==> config.mk <==
export PLATFORM = sky130hd
export DESIGN_NAME = clk_gen_bank
export DESIGN_NICKNAME = d
export VERILOG_FILES = /design/src/rtl/clk_gen_bank.sv
export SDC_FILE = /design/constraint.sdc
export NUM_CORES = 1
export LEC_CHECK = 0
export ABC_AREA = 0
export CAP_MARGIN = 20
export CORE_MARGIN = 5
export CORE_UTILIZATION = 55
export DETAILED_ROUTE_END_ITERATION = 12
export PLACE_DENSITY = 0.73
export SLEW_MARGIN = 10
export SYNTH_ARGS = -nofsm -noshare
export SYNTH_HDL_FRONTEND = slang
export SYNTH_SLANG_ARGS = --single-unit
==> constraint.sdc <==
create_clock -name clk -period 3.1 [get_ports clk]
set_input_delay 0.62 -clock clk [delete_from_list [all_inputs] [get_ports clk]]
set_output_delay 0.62 -clock clk [all_outputs]
set_load 0.02 [all_outputs]
==> src/rtl/clk_gen_bank.sv <==
// rtl/clk_gen_bank.sv - NCH-channel programmable clock divider bank with shadowed config
module clk_gen_bank #(
    parameter int NCH   = 4,
    parameter int DIV_W = 8,
    localparam int AW   = $clog2(NCH) + 2
) (
    input  logic             clk,
    input  logic             rst_n,
    input  logic             cfg_we,
    input  logic [AW-1:0]    cfg_addr,
    input  logic [DIV_W-1:0] cfg_wdata,
    output logic [DIV_W-1:0] cfg_rdata,
    input  logic             sync_all,
    output logic [NCH-1:0]   clk_out,
    output logic [NCH-1:0]   wrap
);

    localparam logic [1:0] SEL_PERIOD = 2'd0;
    localparam logic [1:0] SEL_HIGH   = 2'd1;
    localparam logic [1:0] SEL_CTRL   = 2'd2;
    localparam logic [1:0] SEL_STATUS = 2'd3;

    // Channel index is everything above the two register-select bits.
    logic [AW-1:0]    ch_field;
    int               ch_idx;
    logic [1:0]       sel;
    logic [DIV_W-1:0] rd_ch [NCH];

    assign ch_field = cfg_addr >> 2;
    assign ch_idx   = int'(ch_field);
    assign sel      = cfg_addr[1:0];

    for (genvar i = 0; i < NCH; i++) begin : g_ch
        logic [DIV_W-1:0] pend_period, pend_high, act_period, act_high, cnt;
        logic             pend_en, act_en;
        logic             co_q, wr_q;
        logic             wr_hit, at_end, reload, differs;
        logic [DIV_W-1:0] rd;

        assign wr_hit  = cfg_we && (ch_idx == i);
        assign at_end  = (cnt == act_period);
        // Active copy only changes at a period boundary, while stopped, or on sync.
        assign reload  = sync_all || !act_en || at_end;
        assign differs = (pend_period != act_period) || (pend_high != act_high)
                         || (pend_en != act_en);

        // Pending registers take config writes; STATUS writes fall through.
        always_ff @(posedge clk or negedge rst_n) begin
            if (!rst_n) begin
                pend_period <= '0;
                pend_high   <= '0;
                pend_en     <= 1'b0;
            end else if (wr_hit) begin
                case (sel)
                    SEL_PERIOD: pend_period <= cfg_wdata;
                    SEL_HIGH:   pend_high   <= cfg_wdata;
                    SEL_CTRL:   pend_en     <= cfg_wdata[0];
                    default:    ;
                endcase
            end
        end

        // Shadow transfer and counter; pending sampled before any same-cycle write.
        always_ff @(posedge clk or negedge rst_n) begin
            if (!rst_n) begin
                act_period <= '0;
                act_high   <= '0;
                act_en     <= 1'b0;
                cnt        <= '0;
            end else if (reload) begin
                act_period <= pend_period;
                act_high   <= pend_high;
                act_en     <= pend_en;
                cnt        <= '0;
            end else begin
                cnt        <= cnt + 1'b1;
            end
        end

        // Registered outputs derived from the pre-edge counter and active config.
        always_ff @(posedge clk or negedge rst_n) begin
            if (!rst_n) begin
                co_q <= 1'b0;
                wr_q <= 1'b0;
            end else begin
                co_q <= act_en && (cnt < act_high);
                wr_q <= act_en && at_end;
            end
        end

        // Per-channel read view of the active registers plus status.
        always_comb begin
            rd = '0;
            case (sel)
                SEL_PERIOD: rd = act_period;
                SEL_HIGH:   rd = act_high;
                SEL_CTRL:   rd[0] = act_en;
                SEL_STATUS: begin
                    rd[0] = act_en;
                    rd[1] = differs;
                end
                default:    rd = '0;
            endcase
        end

        assign rd_ch[i]   = rd;
        assign clk_out[i] = co_q;
        assign wrap[i]    = wr_q;
    end

    // Read mux; an address naming a nonexistent channel returns zero.
    always_comb begin
        cfg_rdata = '0;
        for (int i = 0; i < NCH; i++) begin
            if (ch_idx == i) cfg_rdata = rd_ch[i];
        end
    end

endmodule
==> results.yml, run 1 <==
worst_setup_path:
  max_stage_delay_ns: 0.33
  crit_path_end: "cfg_rdata[7]"
  timing.rr.start: "g_ch[1].act_period[7]$_DFFE_PN0N_"
  worstSetupStartpointType: "input pin"
  cp-end-kind: "primary output"
  reg2reg_slack_ns: 0.77
  cp_data_arrival_time_ns: 2.42
  path_common_cell: "dlygate4sd2_1"
  crit_fanout: 10
  criticalPathCategory: "in -> out"
  crit_start: "cfg_addr[2]"
  rr_endpoint: "g_ch[1].act_period[0]$_DFFE_PN0N_"
  path_cells: "dlygate4sd2_1 > buf_12 > buf_4 > nand2_1 > o21ai_0 > a22o_1 > a222oi_1 > o22ai_1 > o21a_1 > dlygate4sd2_1"
  cp_slowest_cell: "dlygate4sd2_1"
  crit_required_ns: 2.48
  reg2reg_depth: 5
grt:
  gr-usage-all-layers_pct: 23.77
  grt-ovfl-total: 0
  grt_max_degree: 76
  grt_pass1_wl_um: 36440
  antenna_found_initial: 0
  grt_pass1_vias: 6664
timing:
  rsz0062_at_grt: "true"
  maxSlewViolCount: 0
  relSlewSlack_pct: 34.62
  finalHoldViolCount: 0
  final.setup.worst_slack_ns: 0.06150
  period_needed_ns: 3.039
  hold_slack_ns: 0.1874
  worst_pin_slew_ns: 0.9807
  min_period_over_period_pct: 98.02
  clock_skew_ns: 0.006911
  max_freq_mhz: 329.1
  setup_violations: 0
  finalSetupTns_ns: 0
routing:
  avgViaCountPerCell: 5.793
  route.detailed.drc: 0
  initialDrtViolationCount: 526
  via_count: 6401
  drt_wl_total_um: 22360
  firstDrtPassIters: 7
  ant_nets: 0
  wl_per_cell_um: 20.24
finish:
  diodes: 0
  final_area_um2: 10630
  syn_to_final_growth_pct: 14.76
  drive_gt1_share_pct: 22.49
  final.fill_count: 1298
  postLayoutCoreUtil_pct: 64.11
  seq_area_um2: 4404
  layout.nets: 923
  multi_input_area_um2: 4531
place:
  gp_congestion: 0.9217
  dp_hpwl_um: 15800
  pre_cts_ws_ns: -0.3707
  io_buffer_count: 31
  place_area_um2: 9985
synth:
  synthTopCellsByCount: "176 x dfrtp_1, 77 x mux2_2, 73 x xor2_1"
  syn_inst: 818
  seq_area_frac_synth_pct: 47.54
  synth-async-reset-ratio_pct: 100.0
  synth_edf_count: 0
  yosysMostFrequentCell: "dfrtp_1"
  syn-num-nets: 866
  synth.avg_cell_area_um2: 11.33
  synth_area_leaders: "dfrtp_1 48%, mux2_2 9.4%, xor2_1 6.9%"
  synth_top_area_share_pct: 47.54
  synth_top_cell_by_area: "dfrtp_1"
  ys.warnings.count: 0
  synth-main-ff-cell: "dfrtp_1"
  synth_seq_cells: 176
  synth_cell_type_count: 42
  netlist_area_um2: 9264
job:
  cap_violations: 0
die:
  dieArea_um2: 19540
  top_level_ports: 32
  initial_core_util_pct: 55.86
  chipHeight_um: 139.8
  die_w_um: 139.8
  num_rows: 47
  core_um2: 16580
clock_network:
  htree_levels: 4
  cts_tree: "built"
  cts.path.max_buffers: 2
  clk_latency_ns: 0.43
  clock-sinks: 176
  path_clk_slew_ns: 0.06
  cts-buffers-inserted: 17
  cts_root_buf: "clkbuf_16"
power:
  max-vdd-ir-drop_mv: 0.4417
  powerDensity_nw_per_um2: 753.5
  p_leak_nw: 4.915
run_status:
  status: "complete, no violations"
min_path:
  hp-class: "in -> async"
==> sequential cells by signal, summed over array words and instances (netlist names), 32 cells and up <==
signal	flops
g_ch.act_high	32
g_ch.act_period	32
g_ch.cnt	32
g_ch.pend_high	32
g_ch.pend_period	32
==> critical path, delay by kind of cell <==
kind	cells	cell delay, ns
and+or+nand+nor	1	0.05
buffers and inverters	4	0.95
AOI/OAI and AO/OA	5	0.80
==> metrics by stage <==
stage / cells / total power, mW
floorplan: 818 / 5.034
global placement: 1075 / 5.692
detailed placement: 1075 / 5.786
CTS: 1105 / 8.024
global route: 1105 / 8.431
finish: 1105 / 8.011
==> logic make-up (layout without fill, tap and decap cells) <==
| kind of cell | after synthesis | in the layout | synth area share [%] |
|---|---|---|---|
| buffers and inverters | 74 | 141 | 3.903 |
| AOI/OAI and AO/OA | 91 | 91 | 6.078 |
| adders and majority gates | 32 | 32 | 4.322 |
| and+or+nand+nor | 203 | 203 | 10.70 |
| DFF | 176 | 176 | 47.54 |
| muxes | 118 | 118 | 15.73 |
| xor gates and xnor gates | 124 | 124 | 11.72 |
==> layout make-up <==
type	instances	area share (%)
Sequential cell	176	41.43
Tap cell	220	2.589
Multi-Input combinational cell	568	42.62
Timing Repair Buffer	74	6.367
Clock inverter	9	1.271
Clock buffer	20	4.390
Inverter	38	1.342
==> power by group <==
group / switching [mW] / internal, mW
logic: 1.06 / 1.20
registers: 0.701 / 2.85
clock network: 0.885 / 1.32
==> cells in the final DEF (no fill, tap or decap), drive strengths merged, types with 5 or more instances in the layout <==
master | synthesis | routed
clkdlybuf4s50 | 0 | 19
nand2b | 10 | 10
nor2 | 62 | 62
nand4 | 14 | 14
and3 | 8 | 8
nor3 | 5 | 5
buf | 24 | 43
clkinvlp | 0 | 6
mux2i | 11 | 11
a211oi | 6 | 6
mux2 | 103 | 103
nor2b | 7 | 7
o21ai | 46 | 46
nor4 | 15 | 15
a21oi | 6 | 6
clkbuf | 12 | 24
xnor2 | 51 | 51
o22ai | 6 | 6
nand2 | 46 | 46
and2 | 5 | 5
dfrtp | 176 | 176
inv | 38 | 38
nand3 | 26 | 26
xor2 | 73 | 73
ha | 32 | 32
a21o | 8 | 8
==> worst min path at each step <==
stage	from	cells past startpoint	to
2_1_floorplan	rst_n	0	g_ch[0].act_en$_DFFE_PN0N_
3_3_place_gp	g_ch[3].pend_en$_DFFE_PN0P_	1	g_ch[3].act_en$_DFFE_PN0N_
3_5_place_dp	g_ch[0].pend_en$_DFFE_PN0P_	1	g_ch[0].act_en$_DFFE_PN0N_
4_1_cts	rst_n	1	g_ch[0].cnt[5]$_DFF_PN0_
5_1_grt	rst_n	1	g_ch[0].cnt[5]$_DFF_PN0_
6_report	rst_n	1	g_ch[0].cnt[5]$_DFF_PN0_
==> what timing repair did <==
item                                   CTS  global route
hold buffers                             0             0
setup endpoints to repair                8             6
gates resized for setup                 18            12
gates cloned                             1             0
setup buffers                            0             0
pin swaps                                0             1
endpoints found under the hold margin    0             0
==> routing by layer <==
metal,vias to the layer above,wire [µm],global-route usage [%]
li1,2930,-,-
met1,3253,9617,31.29
met2,169,11090,39.30
met3,49,1049,5.043
met4,0,603,8.108
met5,-,0,0
Note: power is estimated with default switching activity, not from simulation.
==> run 2, diff against run 1 <==
- SLEW_MARGIN: 10 -> 15
==> results of run 2 <==
Final layout, timing and power as in run 1 (identical DEF).
==> run 3, diff against run 2 <==
- CELL_PAD_IN_SITES_DETAIL_PLACEMENT: not set -> 1
- CELL_PAD_IN_SITES_GLOBAL_PLACEMENT: not set -> 1
- CORE_UTILIZATION: 55 -> 54
- PLACE_DENSITY: 0.73 -> not set
- PLACE_DENSITY_LB_ADDON: not set -> 0.1
==> run 3 against run 2 <==
  * Utilization is 0.47 points lower
  * Count of clock-buffer cells in the layout stayed put
  * Die area is 1.7% higher
  * Critical path depth is 4 lower
  * Cell count hardly changed
  * Global-route usage is 3.6 points higher
  * Flip-flop and latch count stayed put
  * Sequential power is 1% higher
==> results.yml, run 3 (same netlist as run 1, synthesis figures left out) <==
run_status:
  status: "complete, no violations"
die:
  core_um2: 16700
  top_level_ports: 32
  num_rows: 47
  chipHeight_um: 141.0
  dieArea_um2: 19880
  die_w_um: 141.0
  initial_core_util_pct: 55.47
worst_setup_path:
  path_cells: "clkdlybuf4s50_1 > buf_12 > mux4_2 > mux2i_1 > nor2_1 > dlygate4sd2_1"
  cp_slowest_cell: "mux4_2"
  criticalPathCategory: "in -> out"
  max_stage_delay_ns: 0.57
  cp_data_arrival_time_ns: 2.45
  worstSetupStartpointType: "input pin"
  crit_required_ns: 2.48
  crit_fanout: 17
  cp-end-kind: "primary output"
grt:
  grt_pass1_wl_um: 41540
  grt-ovfl-total: 0
  gr-usage-all-layers_pct: 27.37
  grt_pass1_vias: 7221
  antenna_found_initial: 1
  grt_max_degree: 69
clock_network:
  clk_latency_ns: 0.44
  path_clk_slew_ns: 0.06
  htree_levels: 4
  clock-sinks: 176
  cts_root_buf: "clkbuf_16"
  cts-buffers-inserted: 17
  cts.path.max_buffers: 2
  cts_tree: "built"
job:
  cap_violations: 0
place:
  dp_hpwl_um: 18300
  pre_cts_ws_ns: -0.3477
  gp_congestion: 0.9072
  place_area_um2: 9965
  io_buffer_count: 31
routing:
  via_count: 6537
  avgViaCountPerCell: 5.921
  firstDrtPassIters: 4
  drt_wl_total_um: 26210
  initialDrtViolationCount: 447
  wl_per_cell_um: 23.74
  route.detailed.drc: 0
  ant_nets: 0
finish:
  syn_to_final_growth_pct: 14.73
  most-common-layout-cells: "176 x dfrtp_1, 77 x mux2_2, 73 x xor2_1"
  layout.nets: 919
  final.fill_count: 1714
  drive_gt1_share_pct: 22.74
  final_common_cell: "dfrtp_1"
  diodes: 0
  final_area_um2: 10630
timing:
  min_period_over_period_pct: 99.03
  finalHoldViolCount: 0
  period_needed_ns: 3.070
  max_freq_mhz: 325.8
  final.setup.worst_slack_ns: 0.03021
  worst_pin_slew_ns: 1.047
  clock_skew_ns: 0.006930
  maxSlewViolCount: 0
  finalSetupTns_ns: 0
  setup_violations: 0
  relSlewSlack_pct: 30.17
power:
  max-vdd-ir-drop_mv: 0.4917
  finalPower_mw: 8.190
  p_leak_nw: 4.909
  powerDensity_nw_per_um2: 770.5
min_path:
  hp-class: "in -> async"
[run 3: final timing paths]
path	start	end	slack [ns]	depth (start not counted)
max	cfg_addr[0]	cfg_rdata[5]	0.03	6
min	rst_n	g_ch[0].cnt[1]$_DFF_PN0_	0.21	1
max reg2reg	g_ch[1].act_period[3]$_DFFE_PN0N_	g_ch[1].act_period[0]$_DFFE_PN0N_	0.66	5
min reg2reg	g_ch[0].pend_en$_DFFE_PN0P_	g_ch[0].act_en$_DFFE_PN0N_	0.51	1
max in group asynchronous	rst_n	g_ch[3].pend_high[1]$_DFFE_PN0P_	2.12	2
min in group clk	g_ch[0].pend_en$_DFFE_PN0P_	g_ch[0].act_en$_DFFE_PN0N_	0.51	1
[run 3: per-layer routing]
metal	vias to the layer above	wire length (µm)	GRT usage [%]	part of all wire (%)
met5	-	0	0	0
met4	0	635	9.434	2.4
met3	45	927	4.673	3.5
met2	136	13070	45.79	50
met1	3450	11580	36.21	44
li1	2906	-	-	-
[run 3: where the power goes]
group	switching (mW)	internal, mW	leakage, nW
Combinational	1.19	1.20	2.40
Sequential	0.758	2.84	2.22
Clock	0.948	1.25	0.292
Total	2.89	5.30	4.91
[run 3: per-stage QoR]
step	instances	hold slack (ns)	utilization, %
floorplan	818	0.3244	-
global placement	1069	0.4819	59.66
detailed placement	1069	0.5032	59.66
CTS	1102	0.2186	63.51
global route	1104	0.2571	63.64
finish	1104	0.2084	63.64
[run 3: critical path: cells and delay by family]
kind	cells	cell delay, ns
buffers and inverters	3	1.01
AND/OR/NAND/NOR	1	0.07
multiplexers	2	0.74
[run 3: layout make-up]
class,instances,area [µm²],share of cell area [%]
clock inverter,12,133.9,1.260
inverter,38,142.6,1.342
timing repair buffer,70,659.4,6.204
sequential,176,4404,41.44
multi-input combinational,568,4547,42.78
clock buffer,20,466.7,4.391
tap,220,275.3,2.590
[run 3: what timing repair did]
item,4_1_cts,5_1_grt
hold endpoints to repair,0,0
gates resized for setup,21,15
setup buffers,0,2
pin swaps,1,5
hold buffers,0,0
gates cloned,1,0
setup endpoints to repair,8,8
